$ cat src/rtl/fb_pkg.sv
// Shared types for the framebuffer scanout reader and its output FIFO.
package fb_pkg;

    localparam int unsigned FB_ADDR_W = 11;
    localparam int unsigned FB_DATA_W = 8;

    typedef logic [FB_ADDR_W-1:0] fb_addr_t;
    typedef logic [FB_DATA_W-1:0] fb_data_t;

    typedef enum logic [1:0] {
        IDLE,
        ISSUE,
        DRAIN
    } scan_state_t;

    typedef struct packed {
        fb_data_t data;
        logic     eol;
        logic     eof;
    } fb_entry_t;

endpackage

$ cat src/rtl/fb_rd_fifo.sv
// Synchronous FIFO of scanout entries; the head entry sits in a register so the
// stream outputs come straight from flops, and a write into an empty FIFO lands there.
module fb_rd_fifo
    import fb_pkg::*;
#(
    parameter int unsigned  DEPTH = 4,
    localparam int unsigned CntW  = $clog2(DEPTH + 1)
) (
    input  logic            clk,
    input  logic            reset,
    input  logic            flush,
    input  logic            wr_en,
    input  fb_entry_t       wr_data,
    input  logic            rd_en,
    output fb_entry_t       rd_data,
    output logic [CntW-1:0] count,
    output logic            empty,
    output logic            full
);

    localparam int unsigned PtrW = (DEPTH > 1) ? $clog2(DEPTH) : 1;

    fb_entry_t       mem_q [DEPTH];
    logic [PtrW-1:0] rd_ptr_q, rd_ptr_d;
    logic [PtrW-1:0] wr_ptr_q, wr_ptr_d;
    logic [CntW-1:0] count_q, count_d;
    fb_entry_t       head_q, head_d;
    logic            empty_q;

    always_comb begin
        rd_ptr_d = rd_ptr_q + PtrW'(rd_en);
        wr_ptr_d = wr_ptr_q + PtrW'(wr_en);
        count_d  = count_q + CntW'(wr_en) - CntW'(rd_en);
        head_d   = head_q;
        // When the read leaves nothing stored, the incoming write becomes the new head.
        if (count_d != '0) begin
            head_d = (count_q == CntW'(rd_en)) ? wr_data : mem_q[rd_ptr_d];
        end
        if (flush) begin
            rd_ptr_d = '0;
            wr_ptr_d = '0;
            count_d  = '0;
        end
    end

    always_ff @(posedge clk) begin
        if (reset) begin
            rd_ptr_q <= '0;
            wr_ptr_q <= '0;
            count_q  <= '0;
            head_q   <= '0;
            empty_q  <= 1'b1;
        end else begin
            rd_ptr_q <= rd_ptr_d;
            wr_ptr_q <= wr_ptr_d;
            count_q  <= count_d;
            head_q   <= head_d;
            empty_q  <= (count_d == '0);
        end
    end

    always_ff @(posedge clk) begin
        if (wr_en && !flush) begin
            mem_q[wr_ptr_q] <= wr_data;
        end
    end

    assign rd_data = head_q;
    assign count   = count_q;
    assign empty   = empty_q;
    assign full    = (count_q == CntW'(DEPTH));

endmodule

$ cat src/rtl/fb_scanout_reader.sv
// Framebuffer scanout reader: walks one frame through BSRAM port B and streams the
// bytes out through a credit-limited FIFO so downstream stalls never drop data.
module fb_scanout_reader
    import fb_pkg::*;
#(
    parameter int unsigned COLS       = 64,
    parameter int unsigned ROWS       = 32,
    parameter int unsigned ADDR_W     = FB_ADDR_W,
    parameter int unsigned DATA_W     = FB_DATA_W,
    parameter int unsigned RD_LAT     = 1,
    parameter int unsigned FIFO_DEPTH = 4
) (
    input  logic              clk,
    input  logic              reset,
    input  logic              start,
    input  logic              abort,
    input  logic [ADDR_W-1:0] fb_base,
    output logic              busy,
    output logic              frame_done,
    output logic [ADDR_W-1:0] mem_adb,
    output logic              mem_ceb,
    output logic              mem_oceb,
    output logic              mem_wreb,
    output logic              mem_resetb,
    input  logic [DATA_W-1:0] mem_doutb,
    output logic [DATA_W-1:0] pix_data,
    output logic              pix_valid,
    input  logic              pix_ready,
    output logic              pix_eol,
    output logic              pix_eof
);

    localparam int unsigned NBytes = COLS * ROWS;
    localparam int unsigned IdxW   = $clog2(NBytes + 1);
    localparam int unsigned ColW   = (COLS > 1) ? $clog2(COLS) : 1;
    localparam int unsigned CntW   = $clog2(FIFO_DEPTH + 1);

    scan_state_t       state_q, state_d;
    logic [IdxW-1:0]   idx_q, idx_d;
    logic [ColW-1:0]   col_q, col_d;
    logic [ADDR_W-1:0] adb_q, adb_d;
    logic              ceb_q, ceb_d;
    logic [RD_LAT-1:0] vld_q, vld_d;
    logic [RD_LAT-1:0] eol_q, eol_d;
    logic [RD_LAT-1:0] eof_q, eof_d;
    logic              busy_q, busy_d;
    logic              done_q, done_d;

    logic              issue_eol, issue_eof;
    logic              fifo_wr, fifo_rd, fifo_empty, fifo_full;
    fb_entry_t         fifo_wdata, fifo_rdata;
    logic [CntW-1:0]   fifo_count, fifo_count_nxt;

    always_comb begin
        issue_eol = (col_q == ColW'(COLS - 1));
        issue_eof = (idx_q == IdxW'(NBytes - 1));

        fifo_wr         = vld_q[RD_LAT-1] & ~abort;
        fifo_rd         = ~fifo_empty & pix_ready;
        fifo_wdata.data = mem_doutb;
        fifo_wdata.eol  = eol_q[RD_LAT-1];
        fifo_wdata.eof  = eof_q[RD_LAT-1];
        fifo_count_nxt  = fifo_count + CntW'(fifo_wr) - CntW'(fifo_rd);

        // Read-latency pipeline: head takes this cycle's issue, tail feeds the FIFO.
        vld_d = RD_LAT'({vld_q, ceb_q});
        eol_d = RD_LAT'({eol_q, issue_eol});
        eof_d = RD_LAT'({eof_q, issue_eof});

        state_d = state_q;
        idx_d   = idx_q + IdxW'(ceb_q);
        adb_d   = adb_q + ADDR_W'(ceb_q);
        col_d   = col_q;
        done_d  = 1'b0;
        if (ceb_q) begin
            col_d = (col_q == ColW'(COLS - 1)) ? '0 : col_q + 1'b1;
        end

        unique case (state_q)
            IDLE: begin
                if (start) begin
                    state_d = ISSUE;
                    idx_d   = '0;
                    col_d   = '0;
                    adb_d   = fb_base;
                end
            end
            ISSUE: begin
                if (idx_d == IdxW'(NBytes)) begin
                    state_d = DRAIN;
                end
            end
            DRAIN: begin
                if (vld_q == '0 && fifo_count_nxt == '0) begin
                    state_d = IDLE;
                    done_d  = 1'b1;
                end
            end
            default: state_d = IDLE;
        endcase

        if (abort) begin
            state_d = IDLE;
            vld_d   = '0;
            done_d  = 1'b0;
        end

        busy_d = (state_d != IDLE);
        // Credit is evaluated on next-cycle occupancy, so an issue is only made when
        // its byte is guaranteed a FIFO slot.
        ceb_d  = (state_d == ISSUE)
              && (int'(fifo_count_nxt) + $countones(vld_d) < int'(FIFO_DEPTH));
    end

    always_ff @(posedge clk) begin
        if (reset) begin
            state_q <= IDLE;
            idx_q   <= '0;
            col_q   <= '0;
            adb_q   <= '0;
            ceb_q   <= 1'b0;
            vld_q   <= '0;
            eol_q   <= '0;
            eof_q   <= '0;
            busy_q  <= 1'b0;
            done_q  <= 1'b0;
        end else begin
            state_q <= state_d;
            idx_q   <= idx_d;
            col_q   <= col_d;
            adb_q   <= adb_d;
            ceb_q   <= ceb_d;
            vld_q   <= vld_d;
            eol_q   <= eol_d;
            eof_q   <= eof_d;
            busy_q  <= busy_d;
            done_q  <= done_d;
        end
    end

    fb_rd_fifo #(
        .DEPTH (FIFO_DEPTH)
    ) u_fifo (
        .clk     (clk),
        .reset   (reset),
        .flush   (abort),
        .wr_en   (fifo_wr),
        .wr_data (fifo_wdata),
        .rd_en   (fifo_rd),
        .rd_data (fifo_rdata),
        .count   (fifo_count),
        .empty   (fifo_empty),
        .full    (fifo_full)
    );

    always_ff @(posedge clk) begin
        if (!reset && fifo_wr) begin
            assert (!fifo_full);
        end
    end

    assign busy       = busy_q;
    assign frame_done = done_q;
    assign mem_adb    = adb_q;
    assign mem_ceb    = ceb_q;
    assign mem_oceb   = (RD_LAT == 2);
    assign mem_wreb   = 1'b0;
    assign mem_resetb = reset;
    assign pix_data   = fifo_rdata.data;
    assign pix_eol    = fifo_rdata.eol;
    assign pix_eof    = fifo_rdata.eof;
    assign pix_valid  = ~fifo_empty;

endmodule
$ cat config.mk
export PLATFORM = sky130hd
export DESIGN_NAME = fb_scanout_reader
export DESIGN_NICKNAME = d
export VERILOG_FILES = /design/src/rtl/fb_pkg.sv /design/src/rtl/fb_rd_fifo.sv /design/src/rtl/fb_scanout_reader.sv
export SDC_FILE = /design/constraint.sdc
export NUM_CORES = 1
export LEC_CHECK = 0
export BUFFER_PORTS_ARGS = -buffer_cell sky130_fd_sc_hd__buf_2
export CAP_MARGIN = 10
export CORE_MARGIN = 2
export CORE_UTILIZATION = 55
export DETAILED_ROUTE_END_ITERATION = 7
export PLACE_DENSITY = 0.76
export SLEW_MARGIN = 5
export SYNTH_ARGS = -nofsm -noshare
export SYNTH_HDL_FRONTEND = slang
export SYNTH_HIERARCHICAL = 1
export SYNTH_SLANG_ARGS = --single-unit
$ cat constraint.sdc
create_clock -name clk -period 7.44 [get_ports clk]
set_clock_uncertainty 0.1 [all_clocks]
set_input_delay 1.488 -clock clk [delete_from_list [all_inputs] [get_ports clk]]
set_output_delay 1.488 -clock clk [all_outputs]
set_load 0.02 [all_outputs]
=== Word level (Yosys, flattened, before mapping) ===
Memories as Yosys holds them, arrays and structs flattened.
Cells that the tools add are included.

* Flip-flop bits (word level): 55
* Bits in latches: 0
* Bits in writable memories: 40
* ROM bits: 0
* Bits of input ports: 24
* Logic and storage cells: 70
* Memories: 1

* Add/sub/neg operators: 8
* $mul: 0
* Div/mod/pow operators: 0
* $lt $le $gt $ge: 1
* Eq/ne operators: 7
* Shifts and indexed selects: 0
* Multiplexer cells: 19
* Bitwise gates (word level): 6
* Reductions and logical operators: 11

{| class="wikitable"
|+ Memory list
! name !! depth !! width !! read ports !! clocked after Yosys merged registers in !! wr ports !! RTL line !! text
|-
| u_fifo.mem_q || 4 || 10 || 1 || 0 || 1 || fb_rd_fifo.sv:23 || <nowiki>fb_entry_t mem_q [DEPTH];</nowiki>
|}

{| class="wikitable"
|+ Operator list
! cell !! number
|-
| two-way mux 12 bit || 2
|-
| two-way mux 6 bit || 4
|-
| two-way mux 11 bit || 2
|-
| adder 12 x 1 -> 12 bit || 1
|-
| == test 12 x 11 -> 1 bit, second input constant || 1
|-
| == test 12 bit, second input constant || 1
|-
| adder 11 x 1 -> 11 bit || 1
|-
| two-way mux 10 bit || 1
|-
| two-way mux 2 bit || 4
|-
| adder 6 x 1 -> 6 bit, second input constant || 1
|-
| == test 6 bit, second input constant || 1
|-
| logical NOT 3 bit || 2
|-
| case mux 2 bit (3 select lines) || 1
|-
| adder 2 x 1 -> 2 bit || 2
|-
| adder 3 x 1 -> 4 bit || 1
|-
| == test 2 x 1 -> 1 bit, second input constant || 2
|-
| < comparator 4 x 3 -> 1 bit, second input constant || 1
|-
| two-way mux 1 bit || 4
|-
| inverter 1 bit || 4
|-
| adder 3 x 1 -> 3 bit || 1
|-
| == test 3 x 1 -> 1 bit || 1
|-
| logical AND 1 bit || 3
|-
| two-way mux 3 bit || 1
|-
| nonzero test 3 bit || 1
|-
| 8 further kinds || 9
|}

=== Depth between registers and ports, before layout ===
Gate-level depths: netlist of run 1.

* Word-level depth: 11
* Depth in mapped cells: 11
* Mapped depth without buffers: 10

=== Hierarchy ===
Netlist of run 1, hierarchy kept.

{| class="wikitable"
|+ By module, submodules not included
! module !! instances !! cells each !! area each (um^2) !! sequential area each (um^2)
|-
| fb_rd_fifo || 1 || 144 || 2272.2 || 1561.5
|-
| fb_scanout_reader || 1 || 224 || 1951.9 || 740.7
|}

=== Worst setup path after synthesis of run 1 ===
OpenSTA, ideal clock, no wires.

* Kind: in2reg
* Start: in pix_ready
* End: reg busy_q, in the netlist busy
* Setup time: 0.130 ns
* Data arrival time: 3.270 ns
* Required time: 7.210 ns
* Path slack: 3.940 ns
* Stages: 8
* Cell sequence: nor2b_1 > ha_1 > inv_1 > ha_1 > fa_1 > or4_1 > a21oi_1 > nor3_1

* Longest elaborated chain between the ends: 8

{| class="wikitable"
|+ RTL lines
! what !! RTL line !! text
|-
| start: declaration || fb_scanout_reader.sv:28 || <nowiki>input logic pix_ready,</nowiki>
|-
| AND 1 bit || fb_scanout_reader.sv:59 || <nowiki>fifo_rd = ~fifo_empty & pix_ready;</nowiki>
|-
| subtractor 3 x 1 -> 3 bit || fb_scanout_reader.sv:63 || <nowiki>fifo_count_nxt = fifo_count + CntW'(fifo_wr) - CntW'(fifo_rd);</nowiki>
|-
| logical NOT 3 bit || fb_scanout_reader.sv:94 || <nowiki>if (vld_q == '0 && fifo_count_nxt == '0) begin</nowiki>
|-
| logical AND 1 bit || fb_scanout_reader.sv:94 ||
|-
| two-way mux 2 bit || fb_scanout_reader.sv:94 ||
|-
| case mux 2 bit (3 select lines) || fb_scanout_reader.sv:79 || <nowiki>unique case (state_q)</nowiki>
|-
| two-way mux 2 bit || fb_scanout_reader.sv:102 || <nowiki>if (abort) begin</nowiki>
|-
| nonzero test 2 bit || fb_scanout_reader.sv:108 || <nowiki>busy_d = (state_d != IDLE);</nowiki>
|-
| end signal: assignment || fb_scanout_reader.sv:136 || <nowiki>busy_q <= busy_d;</nowiki>
|-
| end: declaration || fb_scanout_reader.sv:46 || <nowiki>logic busy_q, busy_d;</nowiki>
|}

Every way passes these cells.
A chain may end at the register's enable or synchronous reset.

=== Worst setup path in the final report of run 1 ===
* Start: in reset
* End: out mem_resetb

{| class="wikitable"
|+ RTL lines
! what !! RTL line !! text
|-
| start: declaration || fb_scanout_reader.sv:14 || <nowiki>input logic reset,</nowiki>
|-
| end: declaration || fb_scanout_reader.sv:24 || <nowiki>output logic mem_resetb,</nowiki>
|}

No word-level cell between the ends.

==> impl_metrics.tcl, run 1 <==
set metrics [dict create \
    status "complete, no violations" \
    grt_pass1_vias 2672 \
    antenna_cells 0 \
    clk_path_buf_depth 2 \
    path_buf_inv 2 \
    cts.clk_slew.worst_paths_ps 90 \
    r2r-start "u_fifo/empty$_SDFF_PP1_" \
    vias 2803 \
    holdPathEnd "u_fifo/rd_data[5]$_SDFFE_PP0P_" \
    worst-slew-pin-transition_ps 1085 \
    start_util_pct 57.52 \
    fin_util_pct 63.63 \
    crit_path_frequent_cell "buf_2" \
    cpLargestDelayFamily "buffers and inverters" \
    holdWs_ps 403.6 \
    dp.cells 495 \
    dr.pass1.iters 4 \
    grt_pass1_wl_um 12850 \
    cts_buffers 9 \
    dpl.hpwl_um 5278 \
    cts.sinks 95 \
    grt_max_degree 35 \
    coreArea_um2 7331 \
    rows 31 \
    hold_class "flip-flop to flip-flop" \
    finalWorstSetupSlack_ps 3532 \
    crit_slowest_cell "buf_2" \
    fillers 607 \
    reg2reg_depth 10 \
    drt_iter0_drc 87 \
    crit_chain "buf_2, buf_2" \
    crit_arrival_ps 2320 \
    drtAntennaViolNets 0 \
    critical_path_cell_count 2 \
    place_ws_ps 3458 \
    drt_wl_total_um 7594 \
    cp_slowest_stage_delay_ps 530 \
    setup_tns_ps 0 \
    final_cells 511 \
    crit_path_max_fanout 34 \
    clk_latency_ps 360 \
    post_cts_buffers 0 \
    avgSynthCellArea_um2 11.49 \
    slew_headroom_pct 27.39 \
    rsz0062_at_grt "false" \
    grt.total_usage_pct 19.52 \
    ios 52 \
    cts_root_buf "clkbuf_8" \
    min_from "u_fifo/rd_data[5]$_SDFFE_PP0P_" \
    die_h_um 91.56 \
    min_path_cells 2 \
    fmax_ghz 0.2559 \
    wl_per_cell_um 14.86 \
    peakVddDrop_mv 0.08557 \
    die_w_um 91.56 \
    via_per_inst 5.485 \
    grt.overflow.total 0 \
    fp.dieArea_um2 8383 \
    area_delta_synth_final_pct 10.62 \
    multi_input_area_um2 1760 \
    cp-startpoint "reset" \
    drc 0 \
    cts_tree "done" \
    fin_crit_ps 3908 \
    r2r-end "u_fifo/rd_data[6]$_SDFFE_PP0P_" \
    post_route_cells_drive_above_1_share_pct 20.63 \
    cts_hold_buffers 0 \
    fin_nets 444 \
    io_buffers 49 \
    htreeDepth 3 \
    p_per_area_nw_per_um2 207.8 \
    critPathCaptureType "primary output" \
    gp_congestion 0.8310 \
    cap_violations 0 \
    cp.required_ps 5850 \
    synth.cell_area_um2 4217 \
    slew_viol_final 0 \
    post_cts_resized 0 \
    startpoint_type "input port" \
    ys_warn_count 6 \
    register_area_um2 2302 \
    p_leak_uw 0.001740 \
    antenna_found_initial 0 \
    finalSetupViolations 0 \
    period_share_pct 52.53 \
    finalHoldViolations 0 \
    syn_inst 367 \
    reg2reg_slack_ps 4780 \
    path_class "input port to primary output" \
]
==> per-stage QoR <==
step / instance area [µm²] / total power, µW
final: 4664 / 969.2
after global routing: 4664 / 1010
after CTS: 4664 / 980.2
after detailed placement: 4469 / 645.6
after global placement: 4469 / 643.3
after floorplan: 4220 / 620.4
==> worst max path at each step <==
stage               slack, ps                              to
floorplan                3940                 busy$_SDFF_PP0_
global placement         3550                      mem_resetb
detailed placement       3460  u_fifo/rd_data[6]$_SDFFE_PP0P_
CTS                      3530                      mem_resetb
global route             3480                      mem_resetb
finish                   3530                      mem_resetb
==> flip-flops by register name (all words and copies together) (netlist names), 3 cells and up <==
name            count
u_fifo/count        3
u_fifo/mem_q       40
u_fifo/rd_data     10
idx_q              12
col_q               6
mem_adb            11
==> report_power, final <==
part,leakage [µW],total (µW),internal (µW),switching [µW]
Combinational,0.000842,72.1,26.3,45.8
Clock,0.0000898,336,156,180
Sequential,0.000808,561,552,8.89
==> metal layers <==
layer,global-route usage [%],vias up,part of all wire [%]
li1,-,1398,-
met1,25.36,1346,46
met2,31.99,52,49
met3,4.896,7,3.8
met4,6.439,0,1.0
met5,0,-,0
==> layout by cell type (no fill, tap or decap), types with 2 or more instances in the layout <==
cell and n:
clkbuf_8 9, or4_1 3, a21oi_1 4, and4_1 2, nor3b_1 2, a311oi_1 10
nor2b_1 5, nand4_1 5, nor3_1 7, and2_1 7, clkinvlp_4 2, edfxtp_1 40
buf_2 49, nand3_1 14, nand2b_1 3, nor2_1 49, nand4b_1 2, o21a_1 2
a211oi_1 9, mux2i_1 2, inv_6 2, xnor2_1 16, or3_1 2, nand2_1 35
xor2_1 15, and3_1 3, inv_1 8, dfxtp_1 55, o21ai_0 3, ha_1 11
conb_1 2, fa_1 2, mux4_2 10, nor3_2 2
==> cell type report <==
type,count,share of cell area (%)
timing repair buffer,50,5.418
tap,99,2.656
clock buffer,9,2.656
clock inverter,7,1.529
multi-input combinational,243,37.74
inverter,8,0.6438
sequential,95,49.36
Note: power is estimated with default switching activity, not from simulation.
==> inputs of run 2 (changes only) <==
--- a/config.mk
+++ b/config.mk
@@ -5,6 +5,7 @@
 export SDC_FILE = /design/constraint.sdc
 export NUM_CORES = 1
 export LEC_CHECK = 0
+export ABC_AREA = 1
 export BUFFER_PORTS_ARGS = -buffer_cell sky130_fd_sc_hd__buf_2
 export CAP_MARGIN = 10
 export CORE_MARGIN = 2
==> constraint.sdc (replaced) <==
create_clock -name clk -period 3.6 [get_ports clk]
set_clock_uncertainty 0.1 [all_clocks]
set_input_delay 0.72 -clock clk [delete_from_list [all_inputs] [get_ports clk]]
set_output_delay 0.72 -clock clk [all_outputs]
set_load 0.02 [all_outputs]
==> run 2 against run 1 <==
First-iteration DRC count is 28% higher. Sequential share of layout area down 3.4 points. Die area is 6.7% higher. Count of clock-buffer cells in the layout rose by 3. Critical path depth grew 12. Largest power group unchanged. Synthesized area rose by 7.0%. Cell count rose by 43%.
==> impl_metrics.tcl, run 2 <==
set metrics [dict create \
    status "complete, no violations" \
    crit_slowest_cell "fa_1" \
    path_buf_inv 4 \
    grt.total_usage_pct 21.47 \
    cts.clk_slew.worst_paths_ps 90 \
    wl_per_cell_um 12.22 \
    layout_commonest_cell "nand2_1" \
    layout_common_cells "nand2_1, nor2_1, inv_1, dfxtp_1, buf_2" \
    power.switching_uw 479.9 \
    largest_reg_flops 40 \
    grt_pass1_wl_um 14880 \
    drt_iter0_drc 111 \
    clockPowerShare_pct 31.6 \
    cp.required_ps 3800 \
    ios 52 \
    p_seq_share_pct 59.4 \
    grt.overflow.total 0 \
    slew_viol_final 0 \
    final_cells 732 \
    grt_max_degree 22 \
    power.share.switching_pct 24.58 \
    crit_chain "buf_2, inv_1, nor2_1, ha_1, inv_1, ha_1, fa_1, xnor2_1, or2_2, nand3_1, nand3_1, a31oi_1, nand2_1, inv_1" \
    comb_power_share_pct 9.0 \
    start_util_pct 55.74 \
    rows 33 \
    worst-slew-pin-transition_ps 587.2 \
    fin_crit_ps 2615 \
    cap_violations 0 \
    fin_nets 659 \
    dp.cells 716 \
    crit_path_frequent_cell "inv_1" \
    slew_headroom_pct 60.74 \
    path_class "input port to flip-flop" \
    finalHoldViolations 0 \
    grt_pass1_vias 3449 \
    die_w_um 94.56 \
    fin_util_pct 61.92 \
    cpLargestDelayFamily "adder cells" \
    cts_tree "done" \
    cts_hold_buffers 0 \
    cts.sinks 95 \
    drt_wl_total_um 8944 \
    p_leak_uw 0.002299 \
    holdWs_ps 356.3 \
    cts_root_buf "clkbuf_8" \
    antenna_found_initial 0 \
    crit_arrival_ps 2810 \
    post_route_cells_drive_above_1_share_pct 14.51 \
    post_cts_resized 0 \
    htreeDepth 3 \
    largest-register "u_fifo/mem_q" \
    hold_class "flip-flop to flip-flop" \
    ys_warn_count 6 \
    clk_latency_ps 350 \
    antenna_cells 0 \
    syn_inst 568 \
    p_int_uw 1473 \
    area_delta_synth_final_pct 11.10 \
    dpl.hpwl_um 6433 \
    crit_path_max_fanout 3 \
    p_per_area_nw_per_um2 389.7 \
    drtAntennaViolNets 0 \
    coreArea_um2 8093 \
    dr.pass1.iters 4 \
    fp.dieArea_um2 8942 \
    via_per_inst 4.883 \
    synth.cell_area_um2 4511 \
    setup_tns_ps 0 \
    avgSynthCellArea_um2 7.941 \
    finalSetupViolations 0 \
    cts_buffers 9 \
    drc 0 \
    period_share_pct 72.63 \
    io_buffers 49 \
    rsz0062_at_grt "false" \
    vias 3574 \
    startpoint_type "input port" \
    die_h_um 94.56 \
    gp_congestion 0.8797 \
    post_cts_buffers 0 \
    critPathCaptureType "flip-flop" \
    clk_path_buf_depth 2 \
    peakVddDrop_mv 0.2158 \
    cp_slowest_stage_delay_ps 380 \
    fmax_ghz 0.3825 \
]
==> run 2: routing by layer <==
metal  up-vias  global-route usage, %  wire, µm
met3        25                  4.070       352
met2        69                  38.04      4443
li1       1866                      -         -
met4         0                  10.99       259
met5         -                      0         0
met1      1614                  24.72      3889
==> run 2: worst reg2reg max path: cells and delay by family, from the launching register on <==
family	cells	cell delay, ps
compound gates	1	190
xor+xnor	1	150
fa+ha+maj	3	740
buf+inv	2	100
flops	1	330
simple gates	5	830
==> run 2: final cells by class <==
| type | count | area, µm² |
|---|---|---|
| multi-input combinational | 381 | 1813 |
| clock inverter | 4 | 21.27 |
| timing repair buffer | 57 | 305.3 |
| tap | 105 | 131.4 |
| clock buffer | 12 | 145.1 |
| sequential | 95 | 2302 |
| fill | 734 | 3082 |
| inverter | 78 | 292.8 |
==> run 2: path summary, 6_finish.rpt <==
check	startpoint	slack (ps)	cells after the start	end
worst min-delay path	state_q[0]$_SDFF_PP0_	360	1	frame_done$_SDFF_PP0_
worst max register to register	u_fifo/empty$_SDFF_PP1_	1120	12	busy$_SDFF_PP0_
worst max-delay path	pix_ready	990	14	busy$_SDFF_PP0_
worst min register to register	state_q[0]$_SDFF_PP0_	360	1	frame_done$_SDFF_PP0_
==> run 2: power groups by stage <==
stage	combinational, µW	clock (µW)	sequential (µW)
global placement	171	0	1180
global route	197	682	1160
detailed placement	175	0	1180
floorplan	92.5	0	1210
finish	175	618	1160
CTS	176	632	1160
==> run 2: through the flow <==
step	cell area [µm²]	total power [µW]	worst slack, ps
after floorplan	4514	1300	963.7
after global placement	4845	1356	778.9
after detailed placement	4845	1360	638.1
after CTS	5011	1968	1009
after global routing	5011	2042	829.4
final	5011	1953	985.4
==> inputs of run 3 (changes only) <==
--- a/config.mk
+++ b/config.mk
@@ -9,7 +9,7 @@
 export BUFFER_PORTS_ARGS = -buffer_cell sky130_fd_sc_hd__buf_2
 export CAP_MARGIN = 10
 export CORE_MARGIN = 2
-export CORE_UTILIZATION = 55
+export CORE_UTILIZATION = 53
 export DETAILED_ROUTE_END_ITERATION = 7
 export PLACE_DENSITY = 0.76
 export SLEW_MARGIN = 5
==> constraint.sdc (replaced) <==
create_clock -name clk -period 2.3 [get_ports clk]
set_clock_uncertainty 0.1 [all_clocks]
set_input_delay 0.46 -clock clk [delete_from_list [all_inputs] [get_ports clk]]
set_output_delay 0.46 -clock clk [all_outputs]
set_load 0.02 [all_outputs]
==> run 3 against run 2 <==
The run now ends with negative setup slack left. Critical endpoint is now u_fifo/rd_data[6]$_SDFFE_PP0P_. Critical path depth is 2 lower. Sequential cell count stayed put. Count of clock-buffer cells in the layout is 2 lower. Final area is 4.2% higher. Non-clock buffer count is 12 higher. Cell count is 1.8% higher. Wire length is 8.2% higher. Worst setup slack worse by 1000 ps. Sequential share of layout area is 1.8 points lower.
==> impl_metrics.tcl, run 3 (synthesis gave the netlist of run 2 again) <==
set metrics [dict create \
    status "finished, violations left" \
    violations "negative setup slack" \
    r2r-start "u_fifo/empty$_SDFF_PP1_" \
    largest-register "u_fifo/mem_q" \
    fmax_ghz 0.4321 \
    crit_arrival_ps 2490 \
    fin_crit_ps 2314 \
    cp.required_ps 2480 \
    hold_class "input port to flip-flop" \
    clk_path_buf_depth 2 \
    finalHoldViolations 0 \
    finalWorstSetupSlack_ps -14.07 \
    die_w_um 96.25 \
    dpl.hpwl_um 6766 \
    drc 0 \
    grt_busiest_layer "met2" \
    crit_chain "nor2_4, ha_4, inv_4, ha_4, inv_2, fa_1, inv_2, nor2_4, nand2_4, nand2_1, nor2_1, nor2_1" \
    layout_common_cells "nand2_1, nor2_1, inv_1, dfxtp_1, buf_2" \
    power.share.switching_pct 24.40 \
    vias 3730 \
    largest_reg_flops 40 \
    reg2reg_depth 12 \
    place_ws_ps -253.9 \
    cts_hold_buffers 0 \
    drtAntennaViolNets 0 \
    clk_latency_ps 360 \
    cts_buffers 9 \
    cts_root_buf "clkbuf_8" \
    fp.dieArea_um2 9264 \
    fin_nets 672 \
    dp.cells 726 \
    startpoint_type "flip-flop" \
    path_class "flip-flop to flip-flop" \
    layout_commonest_cell "nand2_1" \
    cap_violations 0 \
    comb_power_share_pct 9.3 \
    slew_viol_final 0 \
    ios 52 \
    crit_path_max_fanout 6 \
    htreeDepth 3 \
    r2r-end "u_fifo/rd_data[6]$_SDFFE_PP0P_" \
    p_int_uw 2427 \
    dr.pass1.iters 5 \
    start_util_pct 54.90 \
    cts.sinks 95 \
    rsz0062_at_grt "true" \
    die_h_um 96.25 \
    via_per_inst 5.007 \
    fillers 726 \
    period_share_pct 100.6 \
    reg2reg_slack_ps -10 \
    antenna_cells 0 \
    use_met3_pct 3.837 \
    power.switching_uw 783.3 \
    grt.overflow.total 0 \
    post_route_cells_drive_above_1_share_pct 18.75 \
    fin_total_pwr_uw 3210 \
    drt_iter0_drc 161 \
    grt_max_degree 21 \
    clockPowerShare_pct 34.2 \
    crit_slowest_cell "fa_1" \
    p_per_area_nw_per_um2 614.9 \
    io_buffers 49 \
    grt_pass1_vias 3550 \
    area_delta_synth_final_pct 15.73 \
    rows 33 \
    path_buf_inv 3 \
    coreArea_um2 8217 \
    grt_pass1_wl_um 15250 \
    cts.clk_slew.worst_paths_ps 90 \
    p_leak_uw 0.002407 \
    final_cells 745 \
    cts_tree "done" \
    met1_usage_pct 24.22 \
    critPathCaptureType "flip-flop" \
    finalSetupViolations 1 \
    wl_per_cell_um 12.99 \
    gp_congestion 0.7758 \
    cp-startpoint "u_fifo/empty$_SDFF_PP1_" \
    antenna_found_initial 0 \
    cp_slowest_stage_delay_ps 530 \
    p_seq_share_pct 56.5 \
    critical_path_cell_count 12 \
    peakVddDrop_mv 0.3048 \
    drt_wl_total_um 9679 \
    cpLargestDelayFamily "adder cells" \
    grt.total_usage_pct 21.34 \
    use_met2_pct 38.25 \
    crit_path_end "u_fifo/rd_data[6]$_SDFFE_PP0P_" \
]
[run 3: cell count changes in the layout (fill, tap and decap cells not counted), sizes merged]
| cell | previous run | this run |
|---|---|---|
| bufinv | 0 | 1 |
| buf | 57 | 69 |
| clkinv | 2 | 3 |
| clkbuf | 12 | 10 |
| nand2 | 188 | 189 |
[run 3: worst min path at each step]
stage / from / end / slack (ps) / cells past startpoint
4_1_cts: fb_base[0] / mem_adb[0]$_SDFF_PP0_ / 210 / 3
5_1_grt: fb_base[0] / mem_adb[0]$_SDFF_PP0_ / 210 / 3
2_1_floorplan: state_q[0]$_SDFF_PP0_ / frame_done$_SDFF_PP0_ / 300 / 1
3_5_place_dp: state_q[0]$_SDFF_PP0_ / frame_done$_SDFF_PP0_ / 320 / 1
3_3_place_gp: state_q[0]$_SDFF_PP0_ / frame_done$_SDFF_PP0_ / 330 / 1
6_report: fb_base[0] / mem_adb[0]$_SDFF_PP0_ / 230 / 3
[run 3: cell type report]
cell class | count | area [µm²] | area share, %
Timing Repair Buffer | 69 | 402.9 | 7.718
Clock inverter | 6 | 58.81 | 1.127
Multi-Input combinational cell | 382 | 1889 | 36.19
Inverter | 78 | 295.3 | 5.657
Tap cell | 105 | 131.4 | 2.517
Clock buffer | 10 | 137.6 | 2.637
Sequential cell | 95 | 2305 | 44.15
[run 3: worst register-to-register path, cell delays in order (launching register included)]
cell	delay, ps
dfxtp_2	350
nor2_4	140
ha_4	220
inv_4	60
ha_4	120
inv_2	40
fa_1	530
inv_2	50
nor2_4	190
nand2_4	110
nand2_1	120
nor2_1	70
nor2_1	140
[run 3: timing repair]
item                                    in CTS  in global routing
endpoints found under the hold margin        0                  0
endpoints found under the setup margin      10                 13
setup buffers                                0                  1
gates cloned                                 1                  1
gates resized for setup                      5                 15
pin swaps                                    1                 15
[run 3: per-stage QoR]
stage	setup TNS, ps	instance area, µm²	utilization [%]	hold WS [ps]
6_report	-14.07	5220	63.53	225.3
2_1_floorplan	0	4532	-	297.4
4_1_cts	0	5151	62.69	213.8
5_1_grt	-680.5	5220	63.53	214.1
3_3_place_gp	-1876	4935	60.06	326.8
3_5_place_dp	-3032	4935	60.06	324.3
[run 3: power groups by stage]
| stage | logic (µW) | clock network (µW) | registers [µW] |
|---|---|---|---|
| 4_1_cts | 292 | 1120 | 1810 |
| 6_report | 299 | 1100 | 1810 |
| 3_5_place_dp | 287 | 0 | 1850 |
| 5_1_grt | 335 | 1180 | 1820 |
| 3_3_place_gp | 279 | 0 | 1850 |
| 2_1_floorplan | 147 | 0 | 1890 |
[run 3: layer usage]
metal  wire, µm  part of all wire [%]  up-vias
met4        278                   2.9        0
met3        409                   4.2       24
met5          0                     0        -
met1       4063                    42     1717
li1           -                     -     1895
met2       4928                    51       94
